==> src/rtl/reservation_station.sv <==
// Four-entry reservation station: tag-tracked operand capture from the CDB,
// lowest-index issue/dispatch, and completion-driven entry release.
//
// state | meaning
// FREE  | slot unallocated, available for issue
// WAIT  | allocated, at least one operand tag still pending
// READY | both operands valid, eligible for dispatch
// EXEC  | handed to the functional unit, awaiting CDB completion
module reservation_station #(
    parameter bit UNIT    = 1'b0,
    parameter int ENTRIES = 4
) (
    input  logic        Clock,
    input  logic        Resetn,
    input  logic [23:0] cdb,
    input  logic        issue_valid,
    output logic        issue_ready,
    output logic [1:0]  issue_label,
    input  logic        issue_op,
    input  logic [2:0]  issue_rd,
    input  logic [3:0]  issue_qj,
    input  logic [3:0]  issue_qk,
    input  logic [15:0] issue_vj,
    input  logic [15:0] issue_vk,
    output logic        fu_valid,
    input  logic        fu_ready,
    output logic        fu_op,
    output logic [15:0] fu_a,
    output logic [15:0] fu_b,
    output logic [1:0]  fu_label,
    output logic [2:0]  fu_rd,
    output logic [3:0]  busy
);

    typedef enum logic [1:0] {
        FREE  = 2'd0,
        WAIT  = 2'd1,
        READY = 2'd2,
        EXEC  = 2'd3
    } entryState_t;

    entryState_t state [ENTRIES];
    entryState_t stateNext [ENTRIES];
    logic        opR [ENTRIES];
    logic        opNext [ENTRIES];
    logic [2:0]  rdR [ENTRIES];
    logic [2:0]  rdNext [ENTRIES];
    logic [3:0]  qjR [ENTRIES];
    logic [3:0]  qjNext [ENTRIES];
    logic [3:0]  qkR [ENTRIES];
    logic [3:0]  qkNext [ENTRIES];
    logic [15:0] vjR [ENTRIES];
    logic [15:0] vjNext [ENTRIES];
    logic [15:0] vkR [ENTRIES];
    logic [15:0] vkNext [ENTRIES];

    logic        lockValid;
    logic [1:0]  lockIdx;
    logic        anyReady;
    logic [1:0]  readyIdx;
    logic [1:0]  dispIdx;

    logic        cdbValid;
    logic [2:0]  cdbTag;
    logic [15:0] cdbData;
    logic        unusedCdbBit;

    logic        issueFire;
    logic        issQjPend;
    logic        issQkPend;
    logic [15:0] issVj;
    logic [15:0] issVk;

    assign cdbValid     = cdb[22];
    assign cdbTag       = cdb[21:19];
    assign cdbData      = cdb[15:0];
    assign unusedCdbBit = cdb[23];

    always_comb begin
        issue_ready = 1'b0;
        issue_label = 2'd0;
        busy        = 4'd0;
        for (int i = ENTRIES - 1; i >= 0; i--) begin
            busy[i] = (state[i] != FREE);
            if (state[i] == FREE) begin
                issue_ready = 1'b1;
                issue_label = 2'(i);
            end
        end
    end

    // A presented-but-unaccepted entry stays selected so fu_* cannot shift
    // under the functional unit when a lower entry turns READY.
    always_comb begin
        anyReady = 1'b0;
        readyIdx = 2'd0;
        for (int i = ENTRIES - 1; i >= 0; i--) begin
            if (state[i] == READY) begin
                anyReady = 1'b1;
                readyIdx = 2'(i);
            end
        end
        dispIdx  = lockValid ? lockIdx : readyIdx;
        fu_valid = lockValid | anyReady;
        fu_op    = fu_valid ? opR[dispIdx] : 1'b0;
        fu_a     = fu_valid ? vjR[dispIdx] : 16'd0;
        fu_b     = fu_valid ? vkR[dispIdx] : 16'd0;
        fu_label = fu_valid ? dispIdx : 2'd0;
        fu_rd    = fu_valid ? rdR[dispIdx] : 3'd0;
    end

    always_comb begin
        issueFire = issue_valid & issue_ready;
        issQjPend = issue_qj[3] & ~(cdbValid & (issue_qj[2:0] == cdbTag));
        issQkPend = issue_qk[3] & ~(cdbValid & (issue_qk[2:0] == cdbTag));
        issVj     = issue_qj[3] ? (issQjPend ? 16'd0 : cdbData) : issue_vj;
        issVk     = issue_qk[3] ? (issQkPend ? 16'd0 : cdbData) : issue_vk;
    end

    always_comb begin
        for (int i = 0; i < ENTRIES; i++) begin
            stateNext[i] = state[i];
            opNext[i]    = opR[i];
            rdNext[i]    = rdR[i];
            qjNext[i]    = qjR[i];
            qkNext[i]    = qkR[i];
            vjNext[i]    = vjR[i];
            vkNext[i]    = vkR[i];
            case (state[i])
                FREE: begin
                    if (issueFire && issue_label == 2'(i)) begin
                        opNext[i]    = issue_op;
                        rdNext[i]    = issue_rd;
                        qjNext[i]    = {issQjPend, issue_qj[2:0]};
                        qkNext[i]    = {issQkPend, issue_qk[2:0]};
                        vjNext[i]    = issVj;
                        vkNext[i]    = issVk;
                        stateNext[i] = (issQjPend || issQkPend) ? WAIT : READY;
                    end
                end
                WAIT: begin
                    if (cdbValid && qjR[i][3] && qjR[i][2:0] == cdbTag) begin
                        vjNext[i]    = cdbData;
                        qjNext[i][3] = 1'b0;
                    end
                    if (cdbValid && qkR[i][3] && qkR[i][2:0] == cdbTag) begin
                        vkNext[i]    = cdbData;
                        qkNext[i][3] = 1'b0;
                    end
                    if (!qjNext[i][3] && !qkNext[i][3]) begin
                        stateNext[i] = READY;
                    end
                end
                READY: begin
                    if (fu_valid && fu_ready && dispIdx == 2'(i)) begin
                        stateNext[i] = EXEC;
                    end
                end
                EXEC: begin
                    if (cdbValid && cdb[21] == UNIT && cdb[20:19] == 2'(i)) begin
                        stateNext[i] = FREE;
                    end
                end
                default: stateNext[i] = state[i];
            endcase
        end
    end

    always_ff @(posedge Clock) begin
        if (!Resetn) begin
            for (int i = 0; i < ENTRIES; i++) begin
                state[i] <= FREE;
                opR[i]   <= 1'b0;
                rdR[i]   <= 3'd0;
                qjR[i]   <= 4'd0;
                qkR[i]   <= 4'd0;
                vjR[i]   <= 16'd0;
                vkR[i]   <= 16'd0;
            end
            lockValid <= 1'b0;
            lockIdx   <= 2'd0;
        end else begin
            for (int i = 0; i < ENTRIES; i++) begin
                state[i] <= stateNext[i];
                opR[i]   <= opNext[i];
                rdR[i]   <= rdNext[i];
                qjR[i]   <= qjNext[i];
                qkR[i]   <= qkNext[i];
                vjR[i]   <= vjNext[i];
                vkR[i]   <= vkNext[i];
            end
            lockValid <= fu_valid & ~fu_ready;
            lockIdx   <= dispIdx;
        end
    end

endmodule

==> config.mk <==
export PLATFORM = sky130hd
export DESIGN_NAME = reservation_station
export DESIGN_NICKNAME = d
export VERILOG_FILES = /design/src/rtl/reservation_station.sv
export SDC_FILE = /design/constraint.sdc
export NUM_CORES = 1
export LEC_CHECK = 0
export BUFFER_PORTS_ARGS = -buffer_cell sky130_fd_sc_hd__buf_2
export CORE_MARGIN = 2
export CORE_UTILIZATION = 59
export CTS_CLUSTER_DIAMETER = 30
export DETAILED_ROUTE_END_ITERATION = 8
export PLACE_DENSITY = 0.78
export SLEW_MARGIN = 15
export SYNTH_ARGS = -nofsm -noshare
export SYNTH_HDL_FRONTEND = slang
export SYNTH_SLANG_ARGS = --single-unit
==> constraint.sdc <==
create_clock -name Clock -period 3.5 [get_ports Clock]
set_input_delay 0.7 -clock Clock [delete_from_list [all_inputs] [get_ports Clock]]
set_output_delay 0.7 -clock Clock [all_outputs]
set_load 0.05 [all_outputs]
* After elaboration in Yosys (flattened, before gate mapping) *
Memory sizes are Yosys's and may differ from the RTL's.
Index checks and enable logic that the tools add are counted.

storage, ports and cells
  register bits after elaboration = 3
  logic and storage cells = 334
  RAM bits = 184
  input port bits = 72
  memories kept = 7

memories
  name             words  width  rd ports  clocked after memory_dff  wr ports  RTL line  source
  vjR              4      16     1         0                         4         52        logic [15:0] vjR [ENTRIES];
  vkR              4      16     1         0                         4         54        logic [15:0] vkR [ENTRIES];
  qjR              4      4      4         0                         4         48        logic [3:0] qjR [ENTRIES];
  qkR              4      4      4         0                         4         50        logic [3:0] qkR [ENTRIES];
  rdR              4      3      1         0                         4         46        logic [2:0] rdR [ENTRIES];
  state            4      2      4         0                         4         42        entryState_t state [ENTRIES];
  1 more memories  -      -      -         -                         -         -

operators by class
  equality and inequality tests = 63
  reduce and logical (&&, ||, !) cells = 66
  multiplexer cells = 157
  bitwise logic cells = 39

operators with widths
  kind                                           count
  two-way mux 16 bit                             30
  case mux 16 bit (2 select lines)               8
  two-way mux 4 bit                              16
  two-way mux 3 bit                              21
  two-way mux 2 bit                              31
  inequality test 2 bit, second input constant   28
  two-way mux 1 bit                              39
  logical AND 1 bit                              34
  case mux 2 bit (4 select lines)                4
  AND reduction 4 bit                            8
  == test 3 bit                                  10
  OR 1 bit                                       29
  == test 2 bit, second input constant           14
  case mux 1 bit (2 select lines)                8
  == test 2 x 1 -> 1 bit, second input constant  7
  zero test 2 bit                                7
  AND reduction 3 bit                            4
  zero test 1 bit                                8
  nonzero test 2 bit                             4
  bitwise AND 1 bit                              6
  inequality test 1 bit, second input constant   4
  NOT 1 bit                                      4
  logical OR 1 bit                               1

* Depth between registers and ports, before layout *
  depth after elaboration = 11
  mapped depth = 11
  depth with buffers taken out = 8

* Worst setup path before layout *
Ideal clock, no wire load.

  kind = reg-to-output
  from = memory state[0][0] (netlist bit)
  to = output port fu_b[10]
  slack = 128 ps
  arrival time = 2,672 ps
  required time = 2,800 ps
  buffers on the path = 2
  cell stages (with the launch flop) = 11
  path through = dfxtp_1 -> inv_1 -> ha_1 -> nor2b_1 -> a211o_1 -> inv_2 -> clkbuf_1 -> clkbuf_1 -> nand2_1 -> nand3_1 -> o211a_1

RTL lines
  what             RTL line  source
  start, declared  42
  end, declared    29        output logic [15:0] fu_b,

==> results.toml <==
[yosys]
synth-simple-area-share = 0.231
seq_area_frac_synth = 0.487
synth_edf_count = 141
synthArstFlopShare = 0
synth_mux_area_frac = 0.00473
ys.flop_type = "edfxtp_1"
syn_nets = 1331
synth_xor_area_frac = 0.0248
syn_inst = 1240
synth_area_per_cell_um2 = 8.54
synth_seq_cells = 187
synth_top_family_by_area = "simple AND/OR/NAND/NOR gates"
synthAdderAreaFrac = 0.0225
syn_area_um2 = 10600
yosys_warnings = 0
synth_compound_area_frac = 0.176
ys_types = 58

[routing]
drc_errors = 0
vias = 9691
drt_pre_antenna_iters = 5
wirelength_um = 31200
postRouteAntennaNets = 0
wl_per_cell_um = 20.1
drt_iter0_drc = 1329
via_per_inst = 6.24

[power]
ir_drop_mv = 0.761
leakage_nw = 5.17
p_per_area_nw_per_um2 = 932

[critical_path]
worstSetupPathType = "register to output pin"
critPathLaunch = "state[1][0]$_SDFFE_PN0P_"
r2r_slack_ps = 870
crit_path_start_kind = "register"
crit_required_ps = 2800
regToRegStartpoint = "state[1][0]$_SDFFE_PN0P_"
end_kind = "output pin"
r2r_end = "vjR[2][10]$_SDFFCE_PN0P_"
cp-endpoint = "fu_b[2]"
r2r_cells = 7
cp.arrival_ps = 2680
crit_fanout = 74

[clocking]
cts_tree = "done"
cts_buffers = 17
insertion_delay_ps = 440
clkTransAtPathRegs_ps = 70
cts.sink_count = 187
clk_path_buf_depth = 2
htree_levels = 4
post_cts_buffers = 0
cts_root_buf = "clkbuf_16"

[floorplan]
num_io_pins = 118
die_h_um = 138
initial_utilization = 0.608
die_x_um = 138
die-area_um2 = 19000
core_area_um2 = 17400
rows = 48

[run]
maxCapViolations = 0

[finish]
area_growth_pct = 13.5
fin_area_um2 = 12000
fin_nets = 1405
layout_common_cells = "nand2_1, nor2_1, edfxtp_1"
drive_gt1_frac = 0.153
final_util = 0.690
layout_commonest_cell = "nand2_1"

[sta]
finalCritPeriodShare = 0.966
max_freq_ghz = 0.296
rsz0062_at_grt = "no"
finalSetupViolations = 0
finalMaxSlewViolations = 0
slew-limit-headroom = 0.434
setup_tns_ps = 0
post-route-min-period_ps = 3380
hold_violations = 0
fin_skew_ps = 10.8
whs_ps = 460
worstMarginPinSlew_ps = 848

[grt]
grt_pass1_wl_um = 48100
grt_use_total = 0.335
grt_pass1_vias = 9009
grt_max_degree = 75
globalRouteOverflowTotal = 0
antenna_found_initial = 2

[placed_design]
io_buffers = 113
gp_congestion = 0.877
place_area_um2 = 11400
place_hpwl_um = 19800

[worst_hold_path]
hold_depth = 2
min_path_type = "register to register"

[outcome]
status = "completed"
## per-stage QoR
stage | power (mW) | instances | setup slack (ps)
CTS | 11.1 | 1552 | 0.0453
floorplan | 7.36 | 1240 | 128
detailed placement | 9.06 | 1520 | 381
global route | 11.7 | 1552 | 2.83
global placement | 8.98 | 1520 | 408
finish | 11.2 | 1553 | 120
## synthesized netlist by cell type, types with 14 or more instances
cell type  instances  area, um^2
nand2_1          274        1030
nor2_1           223         837
edfxtp_1         141        4230
a21oi_1          102         510
clkbuf_1          82         308
a22oi_1           67         503
dfxtp_1           46         921
nand3_1           40         200
o211a_1           36         360
inv_1             22        82.6
xnor2_1           21         184
ha_1              19         238
o21ai_0           14        70.1
## registers in the layout, indices dropped and copies added, names as in the netlist
name,flops
rdR,12
opR,4
state,8
lockValid,1
qjR,16
qkR,16
vkR,64
lockIdx,2
vjR,64
## where the power goes
part | leakage, nW | switching (mW) | internal [mW]
sequential | 1.84 | 0.133 | 2.76
combinational | 3.03 | 4.53 | 1.76
clock | 0.291 | 0.856 | 1.15
total | 5.17 | 5.52 | 5.67
## metal layers
metal	wire length [um]	track usage	vias up
li1	-	-	4463
met3	3310	0.0519	82
met1	12100	0.448	4471
met4	918	0.128	2
met5	13	0	-
met2	14900	0.553	673
## worst min path at each step
stage	from	to	slack (ps)
3_3_place_gp	opR[2]$_DFF_P_	opR[2]$_DFF_P_	440
6_report	opR[0]$_DFF_P_	opR[0]$_DFF_P_	460
4_1_cts	fu_ready	lockValid$_SDFF_PN0_	460
2_1_floorplan	opR[0]$_DFF_P_	opR[0]$_DFF_P_	440
3_5_place_dp	opR[2]$_DFF_P_	opR[2]$_DFF_P_	450
5_1_grt	fu_ready	lockValid$_SDFF_PN0_	480
## worst max-delay path, cell delays in order (launching register included)
cell     delay, ps
dfxtp_1        410
inv_1          120
ha_1           290
nor2_1         130
a211o_2        230
buf_12         330
nand2_1        100
nand3_1         90
o211a_1        190
buf_2          280
## area by class of cell
type | count | area, um^2
clock buffers | 19 | 443
diodes | 1 | 2.50
clock inverters | 13 | 166
fillers | 1370 | 5400
inverters | 25 | 101
repair buffers | 162 | 991
flip-flops and latches | 187 | 5150
well taps | 225 | 282
multi-input cells | 921 | 4870
## cells by family after synthesis
| logic type | Yosys count |
|---|---|
| buf+inv | 132 |
| compound gates | 273 |
| mux | 5 |
| xor+xnor | 30 |
| flops | 187 |
| fa+ha+maj | 19 |
| simple gates | 594 |
## repair_timing
action                                 4_1_cts  5_1_grt
gates cloned                                 0        0
setup endpoints to repair                   36       36
hold buffers                                 0        0
resized for setup                            3        9
pin swaps                                    0        0
endpoints found under the hold margin        0        0
No activity file was read; power rests on OpenSTA's default activity.
